$ cat config.mk
export PLATFORM = sky130hd
export DESIGN_NAME = dispenser_rr_scheduler
export DESIGN_NICKNAME = d
export VERILOG_FILES = /design/src/rtl/dispenser_rr_scheduler_pkg.sv /design/src/rtl/dispenser_rr_scheduler_rr_pick.sv /design/src/rtl/dispenser_rr_scheduler.sv
export SDC_FILE = /design/constraint.sdc
export NUM_CORES = 1
export LEC_CHECK = 0
export CORE_MARGIN = 1
export CORE_UTILIZATION = 29
export CTS_BUF_LIST = sky130_fd_sc_hd__clkbuf_2
export DETAILED_ROUTE_END_ITERATION = 7
export PLACE_DENSITY_LB_ADDON = 0.15
export SYNTH_ARGS = -nofsm -noshare
export SYNTH_HDL_FRONTEND = slang
export SYNTH_HIERARCHICAL = 1
export SYNTH_SLANG_ARGS = --single-unit
$ cat constraint.sdc
create_clock -name clk -period 6.04 [get_ports clk]
set_clock_uncertainty 0.15 [all_clocks]
set_input_delay 1.208 -clock clk [delete_from_list [all_inputs] [get_ports clk]]
set_output_delay 1.208 -clock clk [all_outputs]
set_load 0.01 [all_outputs]
$ cat src/rtl/dispenser_rr_scheduler_pkg.sv
// Shared types and constants for the dispenser round-robin scheduler.
package dispenser_sched_pkg;

    // Width of the ack-timeout and cooldown counters.
    localparam int CNT_W = 8;

    // Scheduler phases for one dispense transaction.
    typedef enum logic [2:0] {
        IDLE       = 3'd0,
        START      = 3'd1,
        WAIT_ACK   = 3'd2,
        DISPENSING = 3'd3,
        STOPPING   = 3'd4,
        COOLDOWN   = 3'd5
    } state_t;

    // Width of a binary requester index; never narrower than one bit.
    function automatic int id_w(input int n);
        return (n <= 2) ? 1 : $clog2(n);
    endfunction

endpackage

$ cat src/rtl/dispenser_rr_scheduler_rr_pick.sv
// Combinational round-robin picker: first set request at or after rr_ptr_i, wrapping.
module rr_pick
    import dispenser_sched_pkg::*;
#(
    parameter  int N_REQ = 4,
    localparam int ID_W  = id_w(N_REQ)
) (
    input  logic [N_REQ-1:0] req_i,
    input  logic [ID_W-1:0]  rr_ptr_i,
    output logic [N_REQ-1:0] win_onehot_o,
    output logic [ID_W-1:0]  win_idx_o,
    output logic             any_o
);

    logic found;
    int   j;

    // Scan requesters starting at the pointer; the first hit owns the dispenser.
    always_comb begin
        win_onehot_o = '0;
        win_idx_o    = '0;
        found        = 1'b0;
        j            = 0;
        for (int i = 0; i < N_REQ; i++) begin
            j = int'(rr_ptr_i) + i;
            if (j >= N_REQ) begin
                j = j - N_REQ;
            end
            if (!found && req_i[j]) begin
                found           = 1'b1;
                win_onehot_o[j] = 1'b1;
                win_idx_o       = ID_W'(j);
            end
        end
        any_o = found;
    end

endmodule

$ cat src/rtl/dispenser_rr_scheduler.sv
// Round-robin scheduler sharing one dispenser pump/valve between N_REQ taps.
// Handshake: disp_start/disp_stop are single-cycle pulses; the dispenser answers
// with the level disp_active. A tap holds req until granted; cancel is honoured
// only on the bit of the current owner. All outputs are registered.
module dispenser_rr_scheduler
    import dispenser_sched_pkg::*;
#(
    parameter  int N_REQ           = 4,
    parameter  int ACK_TIMEOUT     = 4,
    parameter  int COOLDOWN_CYCLES = 3,
    localparam int ID_W            = id_w(N_REQ)
) (
    input  logic             clk,
    input  logic             reset_n,
    input  logic [N_REQ-1:0] req,
    input  logic [N_REQ-1:0] cancel,
    input  logic             disp_active,
    output logic             disp_start,
    output logic             disp_stop,
    output logic [N_REQ-1:0] grant,
    output logic [ID_W-1:0]  grant_id,
    output logic             busy,
    output logic             done,
    output logic             fault,
    output state_t           dbg_state
);

    localparam logic [CNT_W-1:0] ACK_LIM  = CNT_W'(ACK_TIMEOUT);
    localparam logic [CNT_W-1:0] COOL_LIM = CNT_W'(COOLDOWN_CYCLES);

    state_t             state_q, state_d;
    logic [CNT_W-1:0]   ack_cnt_q, ack_cnt_d;
    logic [CNT_W-1:0]   cool_cnt_q, cool_cnt_d;
    logic [ID_W-1:0]    rr_ptr_q, rr_ptr_d;
    logic               start_q, start_d;
    logic               stop_q, stop_d;
    logic [N_REQ-1:0]   grant_q, grant_d;
    logic [ID_W-1:0]    gid_q, gid_d;
    logic               busy_q, busy_d;
    logic               done_q, done_d;
    logic               fault_q, fault_d;

    logic [N_REQ-1:0]   pick_onehot;
    logic [ID_W-1:0]    pick_idx;
    logic               pick_any;
    logic               own_cancel;
    logic               enter_cool;
    logic [ID_W-1:0]    next_ptr;

    rr_pick #(.N_REQ(N_REQ)) u_pick (
        .req_i        (req),
        .rr_ptr_i     (rr_ptr_q),
        .win_onehot_o (pick_onehot),
        .win_idx_o    (pick_idx),
        .any_o        (pick_any)
    );

    assign own_cancel = cancel[gid_q];
    assign next_ptr   = (gid_q == ID_W'(N_REQ - 1)) ? '0 : gid_q + ID_W'(1);

    // Next-state and next-output logic for one dispense transaction.
    always_comb begin
        state_d    = state_q;
        ack_cnt_d  = ack_cnt_q;
        cool_cnt_d = cool_cnt_q;
        rr_ptr_d   = rr_ptr_q;
        start_d    = 1'b0;
        stop_d     = 1'b0;
        done_d     = 1'b0;
        fault_d    = fault_q;
        grant_d    = grant_q;
        gid_d      = gid_q;
        enter_cool = 1'b0;

        case (state_q)
            IDLE: begin
                if (pick_any) begin
                    state_d = START;
                    start_d = 1'b1;
                    grant_d = pick_onehot;
                    gid_d   = pick_idx;
                end
            end
            START: begin
                ack_cnt_d = '0;
                state_d   = WAIT_ACK;
            end
            WAIT_ACK: begin
                // Cancel outranks a simultaneous acknowledge.
                if (own_cancel) begin
                    stop_d  = 1'b1;
                    state_d = STOPPING;
                end else if (disp_active) begin
                    state_d = DISPENSING;
                end else if (ack_cnt_q + CNT_W'(1) == ACK_LIM) begin
                    fault_d    = 1'b1;
                    enter_cool = 1'b1;
                end else begin
                    ack_cnt_d = ack_cnt_q + CNT_W'(1);
                end
            end
            DISPENSING: begin
                // A falling active is a normal end even if cancel arrives with it.
                if (!disp_active) begin
                    done_d     = 1'b1;
                    enter_cool = 1'b1;
                end else if (own_cancel) begin
                    stop_d  = 1'b1;
                    state_d = STOPPING;
                end
            end
            STOPPING: begin
                if (!disp_active) begin
                    done_d     = 1'b1;
                    enter_cool = 1'b1;
                end
            end
            COOLDOWN: begin
                if (cool_cnt_q + CNT_W'(1) >= COOL_LIM) begin
                    state_d = IDLE;
                end else begin
                    cool_cnt_d = cool_cnt_q + CNT_W'(1);
                end
            end
            default: begin
                state_d = IDLE;
            end
        endcase

        // Release the grant and advance the fairness pointer past the owner.
        if (enter_cool) begin
            state_d    = COOLDOWN;
            grant_d    = '0;
            gid_d      = '0;
            cool_cnt_d = '0;
            rr_ptr_d   = next_ptr;
        end

        busy_d = (state_d != IDLE);
    end

    // State and output registers; reset drops everything at once, no stop pulse.
    always_ff @(posedge clk or negedge reset_n) begin
        if (!reset_n) begin
            state_q    <= IDLE;
            ack_cnt_q  <= '0;
            cool_cnt_q <= '0;
            rr_ptr_q   <= '0;
            start_q    <= 1'b0;
            stop_q     <= 1'b0;
            grant_q    <= '0;
            gid_q      <= '0;
            busy_q     <= 1'b0;
            done_q     <= 1'b0;
            fault_q    <= 1'b0;
        end else begin
            state_q    <= state_d;
            ack_cnt_q  <= ack_cnt_d;
            cool_cnt_q <= cool_cnt_d;
            rr_ptr_q   <= rr_ptr_d;
            start_q    <= start_d;
            stop_q     <= stop_d;
            grant_q    <= grant_d;
            gid_q      <= gid_d;
            busy_q     <= busy_d;
            done_q     <= done_d;
            fault_q    <= fault_d;
        end
    end

    assign disp_start = start_q;
    assign disp_stop  = stop_q;
    assign grant      = grant_q;
    assign grant_id   = gid_q;
    assign busy       = busy_q;
    assign done       = done_q;
    assign fault      = fault_q;
    assign dbg_state  = state_q;

endmodule
[Word level (Yosys, flattened, before mapping)]
Index checks and enable logic that the tools add are counted.
Word-level totals
  word-level logic and storage cells: 143
  output and inout port bits: 14
  input port bits: 11
  register bits: 32
Operators by class
  add/subtract/negate cells: 10
  bitwise logic cells: 5
  equal/unequal tests: 11
  $lt $le $gt $ge: 14
  muxes and demuxes: 71
  reduce and logical (&&, ||, !) cells: 21
Operators with widths (number)
  $ge 32x1->1 const B: 4
  $lt 32x4->1 const B: 4
  $mux 32: 4
  $ge 32x4->1 const B: 3
  $sub 32x4->32 const B: 3
  $mux 8: 6
  $mux 4: 7
  $mux 1: 26
  $mux 3: 7
  $pmux 3 s6: 1
  $add 8x1->8 const B: 2
  $mux 2: 8
  $pmux 8 s2: 1
  $or 4x4->4: 3
  $bmux 1 s2: 5
  $demux 1 s2: 4
  $eq 8x3->1 const B: 1
  $ge 8x2->1 const B: 1
  $ne 2x2->1 const B: 4
  $reduce_and 4->1: 2
  $reduce_bool 2->1: 4
  $logic_and 1x1->1: 7
  $add 2x2->3 const B: 2
  $eq 3x2->1 const B: 2
  other kinds (15): 21

[Longest topological paths before layout]
  depth in word-level cells: 19
  gate-level depth with buffers: 11

[Modules after synthesis]
Netlist, hierarchy kept.
By module, submodules not included
  dispenser_rr_scheduler: area each 1594.0 um^2, times used 1, seq. area each 800.8 um^2, cells each 150
  rr_pick: area each 460.4 um^2, times used 1, seq. area each 0.0 um^2, cells each 48

[Worst setup path after synthesis]
Ideal clock, no wire load.
  path type: input-to-reg
  from: input cancel[3]
  to: register ack_cnt_q[2]
  setup time: 0.154 ns
  data required time: 5.736 ns
  cell stages on the path: 6
  arrival time: 2.625 ns
  path buffers: 1
  path slack: 3.111 ns
  path through: mux4_2 > or3_1 > clkbuf_1 > o31a_1 > o21ai_0 > o311ai_0
Between the ends
  cells in the longest elaborated chain, start to end: 4
Ends and longest elaborated chain
  from (decl): line dispenser_rr_scheduler.sv:16  | input logic [N_REQ-1:0] cancel,
  $bmux 1 s2: line dispenser_rr_scheduler.sv:58  | assign own_cancel = cancel[gid_q];
  $mux 1 (implied by the code): line dispenser_rr_scheduler.sv:58
  $ne 2x2->1 (no line)
  $reduce_and 4->1 (no line)
  to (signal assigned): line dispenser_rr_scheduler.sv:158  | ack_cnt_q <= ack_cnt_d;
  to (decl): line dispenser_rr_scheduler.sv:32  | logic [CNT_W-1:0] ack_cnt_q, ack_cnt_d;
Every way passes these cells. The select of a mux whose other input is x is not followed.
A chain may end at the register's enable or synchronous reset.

[Worst setup path after layout]
  from: input req[2]
  to: register grant_q[3] (netlist: grant[3])
Between the ends
  elaborated cells between the ends (all ways): 34
  classes of those cells: 23 x mux; 3 x bitwise; 8 x reduce/logical
RTL lines
  from (decl): line dispenser_rr_scheduler.sv:15  | input logic [N_REQ-1:0] req,
  $bmux 1 s2: line dispenser_rr_scheduler_rr_pick.sv:29  | if (!found && req_i[j]) begin
  $mux 1 (implied by the code) (2 in a row): line dispenser_rr_scheduler_rr_pick.sv:29
  $mux 1: line dispenser_rr_scheduler_rr_pick.sv:29
  $logic_not 1->1: line dispenser_rr_scheduler_rr_pick.sv:29
  $logic_and 1x1->1: line dispenser_rr_scheduler_rr_pick.sv:29
  $mux 1: line dispenser_rr_scheduler_rr_pick.sv:29
  $logic_not 1->1: line dispenser_rr_scheduler_rr_pick.sv:29
  $logic_and 1x1->1: line dispenser_rr_scheduler_rr_pick.sv:29
  $mux 1: line dispenser_rr_scheduler_rr_pick.sv:29
  $logic_not 1->1: line dispenser_rr_scheduler_rr_pick.sv:29
  $logic_and 1x1->1: line dispenser_rr_scheduler_rr_pick.sv:29
  $mux 1 (*): line dispenser_rr_scheduler_rr_pick.sv:29
  net pick_any: line dispenser_rr_scheduler.sv:45  | logic pick_any;
  $reduce_bool 2->1 (no line) (*)
  $reduce_and 2->1 (no line) (*)
  to (signal assigned): line dispenser_rr_scheduler.sv:163  | grant_q <= grant_d;
  to (decl): line dispenser_rr_scheduler.sv:37  | logic [N_REQ-1:0] grant_q, grant_d;
Mark *: on every way through the listed nets, which the timed path passes. The rest lies on a longest branch. The select of a mux whose other input is x is not followed.

==> flow_summary.json <==
{
  "synth_ff_type": "dfrtp_1",
  "cts_resized": 0,
  "fin_crit_sh": 0.5561,
  "pwr-share-seq": 0.354,
  "clock-sinks": 32,
  "fin_crit_ns": 3.359,
  "ys_warn_count": 6,
  "coreArea_mm2": 0.006832,
  "grt_pass1_wl_um": 7638,
  "pwr-share-clk": 0.150,
  "port_buffers": 24,
  "async_flop_share": 1.000,
  "area_delta_synth_final_pct": 17.90,
  "powerDensity_mw_per_mm2": 406.5,
  "dpl_cell_area_mm2": 0.002355,
  "start_util": 0.3007,
  "synth_cell_type_count": 49,
  "clock_path_buffers": 2,
  "dr.pass1.iters": 4,
  "syn-mean-instance-area_um2": 10.38,
  "crit_type": "input pin to flop",
  "outcome": "completed",
  "max_slew_margin": 0.4766,
  "via_per_inst": 4.934,
  "grt_pass1_vias": 1597,
  "grt_util_met1": 0.1682,
  "globalRouteTotalUtil": 0.1298,
  "final_cell_area_mm2": 0.002422,
  "grt_max_degree": 33,
  "grt_most_used_layer": "met2",
  "tns_ns": 0,
  "p_int_mw": 0.5723,
  "wl_per_cell_um": 13.46,
  "clk_latency_ns": 0.38,
  "clk_pin_slew_worst_paths_ns": 0.18,
  "r2r_cells": 9,
  "drive_gt1_frac": 0.1076,
  "gp_congestion": 0.7423,
  "fmax_mhz": 297.7,
  "htree_levels": 2,
  "dp_hpwl_um": 3068,
  "use_met3": 0.03429,
  "fp.dieH_um": 86.17,
  "grt_setup_unrepaired": "no",
  "pin_count": 25,
  "reg2reg_to": "grant[3]$_DFFE_PN0P_",
  "die-area_mm2": 0.007425,
  "holdBufCountCts": 0,
  "crit_start": "req[2]",
  "vias": 1574,
  "p_comb_frac": 0.496,
  "hold_viol": 0,
  "hold_class": "flop to flop",
  "use_met2": 0.2071,
  "cts_setup_buffers": 0,
  "ctsRootBufferMaster": "clkbuf_2",
  "drcViolationCount": 0,
  "routed_wl_um": 4293,
  "maxCapViolCount": 0,
  "worst-slew-pin-transition_ns": 0.7804,
  "antenna_found_initial": 0,
  "cp-start-kind": "input pin",
  "ant_nets": 0,
  "slew_violations": 0,
  "synthCells": 198,
  "switching_share": 0.4187,
  "std_cell_rows": 30,
  "setup_viol": 0,
  "seq_area_frac_synth": 0.3898,
  "ys_ff_latch": 32,
  "tritoncts": "done",
  "endpoint": "grant[3]$_DFFE_PN0P_",
  "syn_nets": 221,
  "cts_made_buffers": 5,
  "leakage_nw": 1.017,
  "synth_edf_count": 0,
  "die_x_um": 86.17,
  "worstSetupEndpointType": "flop",
  "p_switching_mw": 0.4123,
  "grt.overflow.total": 0,
  "r2r_start": "rr_ptr_q[0]$_DFFE_PN0P_",
  "diodes": 0,
  "cp_data_required_time_ns": 6.17,
  "whs_ns": 0.3379,
  "cp_max_fo": 13,
  "max-vdd-ir-drop_mv": 0.1406,
  "netlist_area_mm2": 0.002054,
  "cp.arrival_ns": 3.49,
  "drt_iter0_drc": 50,
  "fin_nets": 245,
  "r2r_setup_slack_ns": 3.00
}
layer usage:
layer	vias to the layer above	share of wire
met1	749	0.50
met3	2	0.046
met4	0	0.0096
li1	785	-
met2	38	0.45
met5	-	0
worst min path at each step:
| stage | startpoint | endpoint | slack (ns) | depth (start not counted) |
|---|---|---|---|---|
| 2_1_floorplan | ack_cnt_q[7]$_DFFE_PN0P_ | ack_cnt_q[7]$_DFFE_PN0P_ | 0.30 | 1 |
| 6_report | fault$_DFFE_PN0P_ | fault$_DFFE_PN0P_ | 0.34 | 1 |
| 5_1_grt | fault$_DFFE_PN0P_ | fault$_DFFE_PN0P_ | 0.39 | 1 |
| 3_3_place_gp | fault$_DFFE_PN0P_ | fault$_DFFE_PN0P_ | 0.30 | 1 |
| 4_1_cts | fault$_DFFE_PN0P_ | fault$_DFFE_PN0P_ | 0.35 | 1 |
| 3_5_place_dp | fault$_DFFE_PN0P_ | fault$_DFFE_PN0P_ | 0.31 | 1 |
cells in the mapped netlist, drive strengths merged (6+ instances only):
master,count,share of area
o21ai,15,0.037
ha,12,0.073
nand2,16,0.029
a21oi,8,0.019
nor2,11,0.020
a22oi,8,0.029
buf,6,0.029
o31ai,6,0.022
dfrtp,32,0.39
inv,9,0.016
critical path: stages:
cell and delay [ns]:
clkdlybuf4s50_1 0.47, mux4_1 0.74, nor3_1 0.32, nand2b_1 0.12
nand3b_1 0.27, inv_1 0.18, nand2_1 0.11, a21oi_1 0.06
logic make-up (layout without fill, tap and decap cells):
logic type               Yosys count  after routing  synth area share
flip-flops                        32             32            0.3898
adder cells (fa/ha/maj)           12             12           0.07308
AND/OR/NAND/NOR                   71             71            0.2010
buffers and inverters             17             42           0.04933
AO/OA/AOI/OAI                     55             55            0.1918
multiplexers                      10             10           0.09074
XOR/XNOR                           1              1          0.004264
state kept, by name, indices dropped and copies added (netlist names), 2 cells and up:
| register | count |
|---|---|
| rr_ptr_q | 2 |
| dbg_state | 3 |
| grant_id | 2 |
| grant | 4 |
| cool_cnt_q | 8 |
| ack_cnt_q | 8 |
power groups by stage:
stage | Clock, mW | Combinational (mW) | Sequential (mW)
after CTS | 0.155 | 0.492 | 0.350
after global placement | 0 | 0.496 | 0.356
final | 0.148 | 0.489 | 0.348
after detailed placement | 0 | 0.489 | 0.354
after floorplan | 0 | 0.375 | 0.336
after global routing | 0.165 | 0.551 | 0.363
area by class of cell:
| class | instances | area, um^2 |
|---|---|---|
| fillers | 692 | 4409 |
| clock inverters | 3 | 42.54 |
| repair buffers | 25 | 247.7 |
| inverters | 9 | 33.78 |
| flip-flops and latches | 32 | 800.8 |
| well taps | 96 | 120.1 |
| multi-input cells | 149 | 1152 |
| clock buffers | 5 | 25.02 |
per-stage QoR:
| step | utilization | cells | total power, mW | worst slack [ns] |
|---|---|---|---|---|
| floorplan | - | 198 | 0.7110 | 3.111 |
| global placement | 0.3447 | 311 | 0.8516 | 2.348 |
| detailed placement | 0.3447 | 311 | 0.8430 | 2.256 |
| finish | 0.3546 | 319 | 0.9846 | 2.681 |
| global route | 0.3546 | 319 | 1.078 | 2.540 |
| CTS | 0.3546 | 319 | 0.9960 | 2.707 |
cells in the final DEF, fill, tap and decap left out, types with 3 or more instances in the layout:
cell type        instances
o21ai_0                 15
a21oi_1                  8
a211oi_1                 3
nand2b_1                 5
inv_1                    9
clkbuf_2                 5
nor2_1                  11
dfrtp_1                 32
and2_1                   5
nand3_1                  5
nand3b_1                 4
a31oi_1                  3
a22oi_1                  8
nand2_1                 16
and3_1                   4
clkdlybuf4s50_1         24
nor3_1                   3
o31ai_1                  6
nor2b_1                  3
ha_1                    12
mux4_1                   3
(Power assumes the default switching activity.)
